==> config.mk <==
export PLATFORM = sky130hd
export DESIGN_NAME = hazard_ctrl
export DESIGN_NICKNAME = d
export VERILOG_FILES = /design/src/rtl/hazard_ctrl.sv
export SDC_FILE = /design/constraint.sdc
export NUM_CORES = 1
export LEC_CHECK = 0
export CAP_MARGIN = 20
export CORE_UTILIZATION = 49
export CTS_BUF_LIST = sky130_fd_sc_hd__clkbuf_2 sky130_fd_sc_hd__clkbuf_4 sky130_fd_sc_hd__clkbuf_8
export DETAILED_ROUTE_END_ITERATION = 7
export GPL_TIMING_DRIVEN = 0
export PLACE_DENSITY = 0.85
export SLEW_MARGIN = 20
export SYNTH_ARGS = -nofsm -noshare
export SYNTH_HDL_FRONTEND = slang
export SYNTH_SLANG_ARGS = --single-unit
==> constraint.sdc <==
create_clock -name clk -period 2.8 [get_ports clk]
set_input_delay 0.7 -clock clk [delete_from_list [all_inputs] [get_ports clk]]
set_output_delay 0.7 -clock clk [all_outputs]
set_load 0.005 [all_outputs]
==> src/rtl/hazard_ctrl.sv <==
// rtl/hazard_ctrl.sv - pipeline hazard controller: MDU stall, branch flush, load-use stall, perf counters
//
// Purpose:
//   Decodes pipeline enables/flushes from the EX/ID hazard inputs and a small
//   RUN/BUSY/DONE FSM that holds the front of the pipeline for the full
//   multiply/divide latency. Two saturating counters track stalled cycles and
//   branch flush events.
//
// Ports:
//   clk, rst_n                      clock, asynchronous active-low reset
//   id_rs1, id_rs2                  source registers of the ID instruction
//   id_use_rs1, id_use_rs2          ID instruction actually reads that source
//   ex_rd, ex_mem_read              EX destination register, EX is a load
//   ex_branch_taken                 EX redirects the PC
//   ex_mdu_start, ex_mdu_is_div     EX is a mul/div (1 = divide)
//   clr_cnt                         synchronous clear of both counters
//   pc_en, ifid_en, idex_en         pipeline register enables
//   ifid_flush, idex_flush,
//   exmem_flush                     pipeline register flushes (override enables)
//   mdu_busy, mdu_done              MDU stall in progress / result written
//   stall_cycles, flush_events      saturating performance counters
module hazard_ctrl #(
    parameter int MUL_LAT = 4,
    parameter int DIV_LAT = 34,
    parameter int CNT_W   = 16
) (
    input  logic             clk,
    input  logic             rst_n,
    input  logic [4:0]       id_rs1,
    input  logic [4:0]       id_rs2,
    input  logic             id_use_rs1,
    input  logic             id_use_rs2,
    input  logic [4:0]       ex_rd,
    input  logic             ex_mem_read,
    input  logic             ex_branch_taken,
    input  logic             ex_mdu_start,
    input  logic             ex_mdu_is_div,
    input  logic             clr_cnt,
    output logic             pc_en,
    output logic             ifid_en,
    output logic             idex_en,
    output logic             ifid_flush,
    output logic             idex_flush,
    output logic             exmem_flush,
    output logic             mdu_busy,
    output logic             mdu_done,
    output logic [CNT_W-1:0] stall_cycles,
    output logic [CNT_W-1:0] flush_events
);

    typedef enum logic [1:0] {
        ST_RUN  = 2'd0,
        ST_BUSY = 2'd1,
        ST_DONE = 2'd2
    } state_t;

    // The trigger cycle is itself a stall cycle, and BUSY runs cnt down to 0
    // inclusive, so loading LAT-2 gives exactly LAT stalled cycles.
    localparam logic [5:0] MUL_LOAD = 6'(MUL_LAT - 2);
    localparam logic [5:0] DIV_LOAD = 6'(DIV_LAT - 2);

    state_t     r_state;
    state_t     w_state_nxt;
    logic [5:0] r_cnt;
    logic [5:0] w_cnt_nxt;

    logic       w_trigger;
    logic       w_load_use;
    logic       w_branch_flush;

    logic [CNT_W-1:0] r_stall_cycles;
    logic [CNT_W-1:0] r_flush_events;

    assign w_trigger  = (r_state == ST_RUN) && ex_mdu_start;

    // x0 is hard-wired zero, so a load targeting it never creates a hazard.
    assign w_load_use = ex_mem_read && (ex_rd != 5'd0) &&
                        ((id_use_rs1 && (id_rs1 == ex_rd)) ||
                         (id_use_rs2 && (id_rs2 == ex_rd)));

    always_comb begin
        w_state_nxt    = r_state;
        w_cnt_nxt      = r_cnt;
        pc_en          = 1'b1;
        ifid_en        = 1'b1;
        idex_en        = 1'b1;
        ifid_flush     = 1'b0;
        idex_flush     = 1'b0;
        exmem_flush    = 1'b0;
        mdu_busy       = 1'b0;
        mdu_done       = 1'b0;
        w_branch_flush = 1'b0;

        if (r_state == ST_BUSY) begin
            // Branch and load-use are ignored while the MDU holds the pipe.
            pc_en       = 1'b0;
            ifid_en     = 1'b0;
            idex_en     = 1'b0;
            exmem_flush = 1'b1;
            mdu_busy    = 1'b1;
            if (r_cnt == 6'd0) begin
                w_state_nxt = ST_DONE;
            end else begin
                w_cnt_nxt = r_cnt - 6'd1;
            end
        end else if (w_trigger) begin
            pc_en       = 1'b0;
            ifid_en     = 1'b0;
            idex_en     = 1'b0;
            exmem_flush = 1'b1;
            mdu_busy    = 1'b1;
            w_cnt_nxt   = ex_mdu_is_div ? DIV_LOAD : MUL_LOAD;
            w_state_nxt = ST_BUSY;
        end else begin
            // RUN without trigger, or DONE (where ex_mdu_start is ignored).
            if (r_state == ST_DONE) begin
                mdu_done    = 1'b1;
                w_state_nxt = ST_RUN;
            end
            if (ex_branch_taken) begin
                ifid_flush     = 1'b1;
                idex_flush     = 1'b1;
                w_branch_flush = 1'b1;
            end else if (w_load_use) begin
                pc_en      = 1'b0;
                ifid_en    = 1'b0;
                idex_flush = 1'b1;
            end
        end
    end

    always_ff @(posedge clk or negedge rst_n) begin
        if (!rst_n) begin
            r_state <= ST_RUN;
            r_cnt   <= 6'd0;
        end else begin
            r_state <= w_state_nxt;
            r_cnt   <= w_cnt_nxt;
        end
    end

    always_ff @(posedge clk or negedge rst_n) begin
        if (!rst_n) begin
            r_stall_cycles <= '0;
            r_flush_events <= '0;
        end else if (clr_cnt) begin
            r_stall_cycles <= '0;
            r_flush_events <= '0;
        end else begin
            if (!pc_en && (r_stall_cycles != {CNT_W{1'b1}})) begin
                r_stall_cycles <= r_stall_cycles + 1'b1;
            end
            if (w_branch_flush && (r_flush_events != {CNT_W{1'b1}})) begin
                r_flush_events <= r_flush_events + 1'b1;
            end
        end
    end

    assign stall_cycles = r_stall_cycles;
    assign flush_events = r_flush_events;

endmodule

======== Yosys cells after proc, flatten, opt, wreduce, memory -nomap -nowiden ========
Index checks and enable logic that the tools add are counted.
cells by class
  order comparisons ....................... 0
  equal/unequal tests ..................... 8
  reduce and logical (&&, ||, !) cells .... 18
  shift-type cells ........................ 0
  div/mod/pow operators ................... 0
  $add $sub $neg .......................... 3
  muxes and demuxes ....................... 30
  multiply operators ...................... 0
  bitwise gates (word level) .............. 0
operator list
  cell                                                                      count
  16-bit two-way mux                                                        4
  16-bit by 1-bit adder with 16-bit output (second input constant)          2
  16-bit inequality test (second input constant)                            2
  6-bit two-way mux                                                         4
  1-bit two-way mux                                                         18
  5-bit equality test                                                       2
  2-bit two-way mux                                                         4
  1-bit logical AND                                                         7
  6-bit zero test                                                           1
  2-bit nonzero test                                                        3
  6-bit by 1-bit subtractor with 6-bit output (second input constant)       1
  5-bit nonzero test                                                        1
  2-bit AND reduction                                                       2
  3-bit nonzero test                                                        1
  2-bit by 1-bit equality test with 1-bit output (second input constant)    1
  2-bit equality test (second input constant)                               1
  2-bit zero test                                                           1
  2-bit by 1-bit inequality test with 1-bit output (second input constant)  1
  2-bit inequality test (second input constant)                             1
  1-bit zero test                                                           1
  1-bit logical OR                                                          1
word-level totals
  latch bits .............................. 0
  memories kept ........................... 0
  register bits ........................... 40
  logic and storage cells ................. 63
  memory bits (writable) .................. 0
  bits in read-only memories .............. 0

======== Longest topological paths before layout ========
  depth in word-level cells ............... 12
  mapped depth ............................ 9

======== Worst setup path after synthesis ========
OpenSTA, ideal clock, no wires.
  path kind ............................... input to output
  start ................................... input ex_rd[1]
  end ..................................... output pc_en
  slack ................................... 0.339 ns
  data required time ...................... 2.100 ns
  data arrival time ....................... 1.761 ns
  stages .................................. 5
  cell sequence ........................... or4_1 o21ai_2 nor2_1 a21oi_1 buf_4
on the way
  word-level cells in the longest chain between the ends .. 8
  elaborated cells on any way between the ends .. 12
  classes of those cells .................. eq/ne (2); mux (4); reduce/logical (6)
ends and longest elaborated chain
  element                                 line    RTL
  start: declaration                      33      input logic [4:0] ex_rd,
  5-bit equality test (on tied branches)  78, 79
  1-bit logical AND (on tied branches)    78, 79
  1-bit logical OR                        78      ((id_use_rs1 && (id_rs1 == ex_rd)) ||
  1-bit logical AND (*)                   77      assign w_load_use = ex_mem_read && (ex_rd != 5'd0) &&
  1-bit two-way mux (*) (4 in series)     --
  end: declaration                        39      output logic pc_en,
Every way passes the cells marked *; elsewhere a longest branch is shown, timed or not.

======== Worst setup path in the final report ========
  start ................................... input ex_mdu_start
  end ..................................... output mdu_busy
on the way
  word-level cells in the longest chain between the ends .. 3
ends and longest elaborated chain
  element             line  RTL
  start: declaration  36    input logic ex_mdu_start,
  1-bit logical AND   74    assign w_trigger = (r_state == ST_RUN) && ex_mdu_start;
  1-bit two-way mux   106   end else if (w_trigger) begin
  1-bit two-way mux   94    if (r_state == ST_BUSY) begin
  end: declaration    45    output logic mdu_busy,
No other way between the ends.

==> flow_metrics.env <==
export IMPL_power_leakage_nw=1.30
export IMPL_holdBufCountCts=0
export IMPL_drc=0
export IMPL_finalCriticalPeriod_ps=2770
export IMPL_clk_latency_ps=290
export IMPL_drtIter0Drc=173
export IMPL_grt_pass1_vias=2028
export IMPL_drive_gt1_frac=0.112
export IMPL_rows=24
export IMPL_die_area_um2=4840
export IMPL_placed_cells=354
export IMPL_status="finished, final reports clean"
export IMPL_ir_worst_vdd_mv=0.694
export IMPL_critPathSlowestCell="clkdlybuf4s50_1"
export IMPL_fp_dieW_um=69.6
export IMPL_antenna_left=0
export IMPL_fin_tns_setup_ps=0
export IMPL_htree_levels=2
export IMPL_synth_xor_area_frac=0.114
export IMPL_finalNetCount=340
export IMPL_timing_final_crit_share=0.991
export IMPL_die_y_um=69.6
export IMPL_cts_root_buf="clkbuf_8"
export IMPL_cts_sinks=40
export IMPL_yosysWarnings=0
export IMPL_vias_per_cell=5.70
export IMPL_overflow=0
export IMPL_synth_simple_area_share=0.246
export IMPL_holdCritPathClass="in -> async"
export IMPL_clk_path_buf_depth=2
export IMPL_setup_ws_ps=26.0
export IMPL_dp_hpwl_mm=4.01
export IMPL_io_pins=64
export IMPL_postSynth_asyncResetShare=1.00
export IMPL_cp_arrival_ps=2070
export IMPL_antenna_found_initial=0
export IMPL_ys_flop_type="dfrtp_1"
export IMPL_diodes=0
export IMPL_end_kind="output pin"
export IMPL_final_hold_viol_count=0
export IMPL_synthToLayoutAreaGrowth_pct=39.7
export IMPL_synth_edf_count=0
export IMPL_drt_wl_total_mm=5.47
export IMPL_coreArea_um2=4380
export IMPL_synth_top_family_by_area="simple AND/OR/NAND/NOR gates"
export IMPL_firstDrtPassIters=4
export IMPL_grt_pass1_wl_mm=9.16
export IMPL_num_vias=2082
export IMPL_syn_area_um2=2240
export IMPL_clkTransAtPathRegs_ps=80
export IMPL_worst_setup_path_start_kind="input pin"
export IMPL_fin_skew_ps=11.4
export IMPL_crit_type="in -> out"
export IMPL_slew_headroom=0.358
export IMPL_slew_viol_final=0
export IMPL_wl_per_cell_um=15.0
export IMPL_cts_tree="done"
export IMPL_synth_avg_cell_area_um2=9.40
export IMPL_path_cells="clkdlybuf4s50_1, o21bai_4, inv_1, buf_4, clkdlybuf4s50_1"
export IMPL_cpPeakStageDelay_ps=460
export IMPL_grtUsageTotal=0.236
export IMPL_cp_max_fo=4
export IMPL_cts_buffers_inserted=5
export IMPL_finalSetupViolCount=0
export IMPL_initial_core_util=0.510
export IMPL_dp_slack_ps=-724
export IMPL_r2r_slack_ps=540
export IMPL_port_buffers=63
export IMPL_gp_congestion=0.808
export IMPL_synth_largest_area_cell="dfrtp_1"
export IMPL_cap_violations=0
export IMPL_yosys_area_share_adder=0.0224
export IMPL_tightest_slew_ps=961
export IMPL_max_freq_mhz=360
export IMPL_synthCells=238
export IMPL_grt_max_degree=33
export IMPL_crit_required_ps=2100
export IMPL_total_power_mw=2.00
export IMPL_path_common_cell="clkdlybuf4s50_1"
export IMPL_synth_nets=266
export IMPL_hold_slack_ps=248
export IMPL_synth_seq_cells=40
export IMPL_synth_cell_types=42
export IMPL_stdcell_count=365
export IMPL_synthMuxAreaShare=0.0134
export IMPL_pwr_density_cell_nw_per_um2=641
export IMPL_synth_area_leaders="dfrtp_1 45%, xor2_1 6.3%, xnor2_1 5.1%"
export IMPL_yosys_area_top_type_share=0.447
export IMPL_synth_compound_area_frac=0.117
export IMPL_yosysSeqAreaShare=0.447
layer usage:
metal | vias to the layer above | GRT usage | wire length [µm]
met5 | - | 0 | 0
met4 | 0 | 0.0998 | 73
met3 | 8 | 0.0465 | 297
met2 | 74 | 0.429 | 2850
met1 | 1007 | 0.267 | 2250
li1 | 993 | - | -
registers in the layout (all words and copies together) (netlist names):
signal        flops
flush_events     16
stall_cycles     16
r_cnt             6
r_state           2
worst max-delay path: cells and delay by family:
family                 cells  cell delay, ps
buffers and inverters      4            1150
AO/OA/AOI/OAI              1             230
kinds of logic after synthesis:
kind of cell               after synthesis
AOI/OAI and AO/OA                       42
xor gates and xnor gates                29
adders and majority gates                4
buffers and inverters                   15
DFF                                     40
muxes                                    3
and+or+nand+nor                        105
Yosys cell counts (3+ instances only):
cell type,instances
ha_1,4
or3_1,14
and4_1,4
and3_1,3
nand3_1,15
clkbuf_1,4
nand2_1,16
nor2_1,26
mux2i_1,3
nor3_1,3
nor3b_1,4
dfrtp_1,40
inv_1,5
o21ai_0,13
xnor2_1,13
a21oi_1,16
xor2_1,16
nand4_1,10
cells in the final DEF (no fill, tap or decap), types with 2 or more instances in the layout:
master and instances:
or3_1 14, xor2_1 16, a21oi_1 15, dfrtp_1 40, buf_12 2, ha_1 4, clkdlybuf4s50_1 49, nand3_1 15
o21a_1 2, xnor2_1 12, buf_4 5, nand2b_1 2, buf_2 6, mux2i_1 3, and4_1 4, dlymetal6s2s_1 3
dlygate4sd2_1 4, clkbuf_8 7, a21oi_2 2, inv_1 5, nor2_1 25, nand4_1 10, nor3_1 3, clkbuf_1 4
and3_1 3, nor3b_1 4, nor4_1 2, o21ai_0 13, nand2_1 15
where the power goes:
group	switching, mW	internal [mW]
clock	0.202	0.315
sequential	0.0924	0.652
combinational	0.356	0.387
area by class of cell:
class | count | area, µm²
fill | 322 | 1260
inverter | 5 | 18.8
clock buffer | 7 | 96.3
sequential | 40 | 1000
clock inverter | 1 | 30.0
timing repair buffer | 67 | 646
multi-input combinational | 183 | 1200
tap | 52 | 65.1
buffer | 10 | 70.1
path summary, 6_finish.rpt:
path / cells after the start / endpoint / startpoint
max: 5 / mdu_busy / ex_mdu_start
min: 1 / stall_cycles[6] / rst_n
max reg2reg: 8 / stall_cycles[12] / stall_cycles[0]
min reg2reg: 1 / r_cnt[0] / r_cnt[0]
max in group asynchronous: 2 / flush_events[5] / rst_n
min in group clk: 1 / r_cnt[0] / r_cnt[0]
per-stage QoR:
step / utilization / instance area (µm²)
final: 0.713 / 3120
after global routing: 0.713 / 3120
after CTS: 0.707 / 3100
after detailed placement: 0.672 / 2950
after global placement: 0.669 / 2930
after floorplan: - / 2240
repair_timing:
item | in CTS | in global routing
setup endpoints to repair | 5 | 4
pin swaps | 9 | 7
gates resized for setup | 31 | 7
setup buffers | 2 | 1
(Power assumes the default switching activity.)
